==> config.mk <==
export PLATFORM = sky130hd
export DESIGN_NAME = jtag_host_master
export DESIGN_NICKNAME = d
export VERILOG_FILES = /design/src/rtl/jtag_host_master.sv
export SDC_FILE = /design/constraint.sdc
export NUM_CORES = 1
export LEC_CHECK = 0
export CORE_MARGIN = 3
export CORE_UTILIZATION = 55
export DETAILED_ROUTE_END_ITERATION = 10
export PLACE_DENSITY = 0.93
export SLEW_MARGIN = 10
export SYNTH_ARGS = -nofsm -noshare
export SYNTH_HDL_FRONTEND = slang
export SYNTH_SLANG_ARGS = --single-unit
==> constraint.sdc <==
create_clock -name clk -period 10.9 [get_ports clk]
set_clock_uncertainty 0.2 [all_clocks]
set_input_delay 3.27 -clock clk [delete_from_list [all_inputs] [get_ports clk]]
set_output_delay 3.27 -clock clk [all_outputs]
set_load 0.02 [all_outputs]
==> src/rtl/jtag_host_master.sv <==
// Host-side JTAG scan engine: turns TAP_RESET / IR_SCAN / DR_SCAN / IDLE_CYCLES commands
// into TCK/TMS/TDI sequences, captures TDO during shift bits and parks the TAP in Run-Test/Idle.
module jtag_host_master #(
  parameter int CLK_DIV = 2,
  parameter int DATA_W  = 64,
  parameter int LEN_W   = 7
) (
  input  logic              clk,
  input  logic              rst,
  input  logic              cmd_valid,
  output logic              cmd_ready,
  input  logic [1:0]        cmd_type,
  input  logic [LEN_W-1:0]  cmd_len,
  input  logic [DATA_W-1:0] cmd_data,
  output logic              rsp_valid,
  input  logic              rsp_ready,
  output logic [DATA_W-1:0] rsp_data,
  output logic              tck_o,
  output logic              tms_o,
  output logic              tdi_o,
  input  logic              tdo_i,
  output logic              busy
);
  localparam int               PH_W    = (CLK_DIV > 1) ? $clog2(CLK_DIV) : 1;
  localparam logic [PH_W-1:0]  PH_LAST = PH_W'(CLK_DIV - 1);
  localparam logic [LEN_W-1:0] LEN_MAX = LEN_W'(DATA_W);
  localparam logic [1:0] CMD_TAP_RESET = 2'd0;
  localparam logic [1:0] CMD_IR_SCAN   = 2'd1;
  localparam logic [1:0] CMD_DR_SCAN   = 2'd2;
  localparam logic [1:0] CMD_IDLE      = 2'd3;

  typedef enum logic [2:0] {S_IDLE, S_PRE, S_SHIFT, S_POST, S_RSP} state_t;

  state_t            state;
  logic [PH_W-1:0]   phase;
  logic [LEN_W-1:0]  bit_cnt;
  logic [LEN_W-1:0]  pre_len;
  logic [LEN_W-1:0]  shift_len;
  logic [7:0]        pre_tms;
  logic              is_scan;
  logic [DATA_W-1:0] tdi_sr;

  logic [LEN_W-1:0]  acc_pre_len;
  logic [7:0]        acc_pre_tms;
  logic              acc_scan;
  logic [LEN_W-1:0]  nxt_cnt;
  logic              half_done;

  // Scan length saturation: zero becomes one bit, oversize clamps to the bus width.
  function automatic logic [LEN_W-1:0] sat_len(input logic [LEN_W-1:0] len);
    if (len == '0)
      return LEN_W'(1);
    else if (len > LEN_MAX)
      return LEN_MAX;
    else
      return len;
  endfunction

  assign nxt_cnt   = bit_cnt + LEN_W'(1);
  assign half_done = (phase == PH_LAST);

  // Header (PRE) TMS pattern per command, LSB issued first; IDLE_CYCLES reuses PRE with TMS=0.
  always_comb begin
    acc_pre_len = LEN_W'(6);
    acc_pre_tms = 8'b0001_1111;
    acc_scan    = 1'b0;
    case (cmd_type)
      CMD_TAP_RESET: ;
      CMD_IR_SCAN: begin
        acc_pre_len = LEN_W'(4);
        acc_pre_tms = 8'b0000_0011;
        acc_scan    = 1'b1;
      end
      CMD_DR_SCAN: begin
        acc_pre_len = LEN_W'(3);
        acc_pre_tms = 8'b0000_0001;
        acc_scan    = 1'b1;
      end
      CMD_IDLE: begin
        acc_pre_len = cmd_len;
        acc_pre_tms = 8'b0000_0000;
      end
      default: ;
    endcase
  end

  always_ff @(posedge clk) begin
    if (rst) begin
      state     <= S_IDLE;
      cmd_ready <= 1'b0;
      rsp_valid <= 1'b0;
      rsp_data  <= '0;
      tck_o     <= 1'b0;
      tms_o     <= 1'b1;
      tdi_o     <= 1'b0;
      busy      <= 1'b0;
      phase     <= '0;
      bit_cnt   <= '0;
    end else begin
      case (state)
        S_IDLE: begin
          if (cmd_valid && cmd_ready) begin
            cmd_ready <= 1'b0;
            pre_len   <= acc_pre_len;
            pre_tms   <= acc_pre_tms;
            is_scan   <= acc_scan;
            shift_len <= sat_len(cmd_len);
            tdi_sr    <= cmd_data;
            rsp_data  <= '0;
            phase     <= '0;
            bit_cnt   <= '0;
            tdi_o     <= 1'b0;
            if (acc_pre_len == '0) begin
              state     <= S_RSP;
              rsp_valid <= 1'b1;
            end else begin
              state <= S_PRE;
              busy  <= 1'b1;
              tms_o <= acc_pre_tms[0];
            end
          end else begin
            cmd_ready <= 1'b1;
          end
        end

        S_PRE, S_SHIFT, S_POST: begin
          phase <= half_done ? '0 : phase + PH_W'(1);
          if (half_done && !tck_o) begin
            tck_o <= 1'b1;
            if (state == S_SHIFT)
              rsp_data <= rsp_data | (DATA_W'(tdo_i) << bit_cnt);
          end else if (half_done) begin
            // End of a bit: drop TCK and present the next bit's TMS/TDI on the same edge.
            tck_o <= 1'b0;
            if (state == S_PRE) begin
              if (nxt_cnt < pre_len) begin
                bit_cnt <= nxt_cnt;
                tms_o   <= pre_tms[nxt_cnt[2:0]];
              end else if (is_scan) begin
                state   <= S_SHIFT;
                bit_cnt <= '0;
                tms_o   <= (shift_len == LEN_W'(1));
                tdi_o   <= tdi_sr[0];
              end else begin
                state     <= S_RSP;
                rsp_valid <= 1'b1;
                busy      <= 1'b0;
              end
            end else if (state == S_SHIFT) begin
              if (nxt_cnt < shift_len) begin
                bit_cnt <= nxt_cnt;
                tms_o   <= (nxt_cnt == shift_len - LEN_W'(1));
                tdi_o   <= tdi_sr[1];
                tdi_sr  <= tdi_sr >> 1;
              end else begin
                state   <= S_POST;
                bit_cnt <= '0;
                tms_o   <= 1'b1;
                tdi_o   <= 1'b0;
              end
            end else begin
              if (bit_cnt == '0) begin
                bit_cnt <= LEN_W'(1);
                tms_o   <= 1'b0;
              end else begin
                state     <= S_RSP;
                rsp_valid <= 1'b1;
                busy      <= 1'b0;
              end
            end
          end
        end

        S_RSP: begin
          if (rsp_ready) begin
            rsp_valid <= 1'b0;
            cmd_ready <= 1'b1;
            state     <= S_IDLE;
          end
        end

        default: state <= S_IDLE;
      endcase
    end
  end
endmodule

==> summary.md <==
| Metric | Value |
|---|---|
| Slowest stage delay, CP | 570 ps |
| # rows | 41 |
| CP bufs+invs | 1 |
| Core area | between 10000 and 15000 um2 |
| Max-Cap Viols | 0 |
| Top Family by Delay on Critical Path | compound AO/OA/AOI/OAI gates |
| Routability cong. | 0.889 |
| Worst setup margin | approximately 5400 ps |
| Post-place setup slack | approximately 4900 ps |
| Kind of critical path | input port to flip-flop |
| Crit path capture type | flip-flop |
| Post-synthesis async set-or-reset flop share | 0% |
| Post-CTS Setup Bufs | 0 |
| DIE WIDTH | ~120 um |
| Initial core utilization | between 50% and 60% |
| Commonest non-fill, non-tap cell in the layout | nand2_1 |
| Placed cell area | slightly below 9000 um2 |
| Seq cells post-synth | approximately 160 |
| Final #Nets | around 1000 |
| Root Driver | clkbuf_16 |
| DRT Wirelength | about 18000 um |
| Grt total ovfl | 0 |
| Minimum clock period | approximately 5500 ps |
| Fmax | 180 MHz |
| CTS tree | done |
| Leakage power | around 3.7 nW |
| Final period util | just over 50% |
| Pre-antenna DRT Iters | 5 |
| Synth Cell Area | around 7000 um2 |
| Worst-path clk slew | roughly 60 ps |
| DRC viols | 0 |
| Max Slew Vio Count | 0 |
| Critical Path Start Type | input port |
| Initial antenna violation count | 0 |
| Worst EP required | 11020 ps |
| Unrepaired setup endpoints after global routing | false |
| Arr. time, crit path | 5670 ps |
| Final hold vios | 0 |
| Main flop type after synthesis | edfxtp_1 |
| Register area share after synthesis | 56.8% |
| Commonest cells after routing, fill and taps aside | nand2_1, clkdlybuf4s50_1, nor2_1 |
| Port Buffers | about 150 |
| Top Ports | roughly 150 |
| Post-synth EDFFs | ~80 |
| Yosys cell types | 61 |
| DP Wirelength | about 12000 um |
| PwrDens | roughly 160 nW/um2 |
| Die Area | around 14000 um2 |
| DR vias/cell | between 5 and 6 |
| Setup TNS | 0 ps |
| Multi-input logic area | around 2800 um2 |
| Relative slew slack | 25.1% |
| Pin count of the biggest net entering global routing | between 60 and 70 |
| Antenna Cells | 0 |
| Final setup viols | 0 |
| Height of the die | 120 um |
| Mean routed wirelength per cell | between 15 and 20 um |
| Worst Max-Slew Pin Slew | approximately 1100 ps |
| CTS hold repair buffers | 0 |
| CTS Sinks | around 160 |
| Pwr Total | 1.45 mW |
| Clk Latency, worst-skew pair | roughly 430 ps |
| Worst Path Max Fanout | 10 |
| Net count of the mapped netlist | just under 900 |
| Finished Cell Area | around 9300 um2 |
| First-pass GRT wire length | about 28000 um |
| Synth-to-Final Area Change | 29.7% |
| Layout cells sized above 1 | between 6 and 7% |
| Post-CTS Resized | 0 |
| Synthesized area per cell | 9.24 um2 |
| Worst min path class | flip-flop to flip-flop |
| Final Core Density | between 70 and 80% |
| Most common cell on crit path | nand2_1 |
| Inserted Clock Buffers | 17 |
| Iteration-0 DRC Markers | 610 |
| CP max stage cell | a211oi_1 |
| Antenna-violating nets left | 0 |
| Overall routing resource usage | roughly 24% |
| Vias in the first global route | around 5800 |
| Yosys warns | 0 |
| CP cell instances | clkdlybuf4s50_1 > ha_1 > nand2_1 > nand3_1 > a211oi_1 > nand2_1 > o21ai_0 > a31oi_1 > a311oi_1 |
| Reg area | a little over 4000 um2 |
| Status | finished, final reports clean |
| Peak VDD IR | 0.111 mV |
| Post-synthesis cell count | a little under 800 |
| Clk buf depth | 2 |
| Vias | between 6000 and 7000 |
| H-Tree Depth | 4 |
| FILL cells | between 900 and 1000 |
where the power goes:
group,switching (mW),internal (mW)
logic,0.107,0.0696
registers,0.0112,0.676
clock network,0.253,0.329
total,0.370,1.08
cells in the mapped netlist (all sizes together), types with 2 or more instances:
cell type  number  share of area [%]
o2111ai         2               0.24
nand3          18                1.3
a2111oi         2               0.24
nor2b           7               0.61
nand2         211                 11
a31oi           4               0.35
or3             2               0.17
inv            29                1.5
and2            5               0.44
nor2          104                5.5
xnor2          11                1.3
or2             3               0.26
and3            5               0.44
o21a            2               0.21
dfxtp          81                 23
buf            18                1.5
a21o            5               0.63
nand4           5               0.44
edfxtp         82                 34
ha             20                3.5
clkbuf         22                1.1
nand2b          6               0.63
o21ai           8               0.56
nor3b           2               0.28
a211oi          4               0.49
xor2            5               0.71
a21oi          77                5.4
mux2            2               0.37
a22oi           5               0.52
nor3            9               0.63
o31ai           2               0.40
nor4            4               0.44
registers in the layout (all words and copies together) (netlist names), 3 cells and up:
name and flops:
rsp_data 64, tdi_sr 64, bit_cnt 7, pre_len 7, shift_len 7, pre_tms 3
state 3
metal layers:
metal,global-route usage [%],wire length (um),vias to the layer above
li1,-,-,2892
met1,29.4,7260,2820
met2,41.2,8690,250
met3,6.41,1460,42
met4,10.1,421,0
met5,0,0,-
tightest hold or removal path, cell delays in order, from the launching register on:
cell and delay [ps]:
dfxtp_1 320, a21oi_1 40, nor2_1 70
worst paths after layout:
path	start	to	slack (ps)	depth (start not counted)
min reg2reg	rsp_data[0]	rsp_data[0]	270	2
max	cmd_type[0]	rsp_valid	5350	9
max reg2reg	bit_cnt[0]	tdi_sr[46]	6700	11
min	rsp_data[0]	rsp_data[0]	270	2
area by class of cell:
cell class                      instances  area share, %
Clock buffer                           21           5.29
Clock inverter                         11          0.939
Inverter                               29           1.17
Multi-Input combinational cell        546           30.3
Sequential cell                       163           43.8
Tap cell                              172           2.31
Timing Repair Buffer                  152           16.2
per-stage QoR:
step                hold WS, ps  std cells
floorplan                   284        778
global placement            247       1062
detailed placement          254       1062
CTS                         272       1094
global route                305       1094
finish                      268       1094
cells by family (layout without fill, tap and decap cells):
| group | count (synthesis) | in the layout | share of synthesized area (%) |
|---|---|---|---|
| compound gates | 121 | 121 | 10.3 |
| xor+xnor | 16 | 16 | 2.05 |
| fa+ha+maj | 20 | 20 | 3.48 |
| buf+inv | 69 | 213 | 4.13 |
| flops | 163 | 163 | 56.8 |
| mux | 3 | 3 | 0.505 |
| simple gates | 386 | 386 | 22.8 |
(Power assumes the default switching activity.)
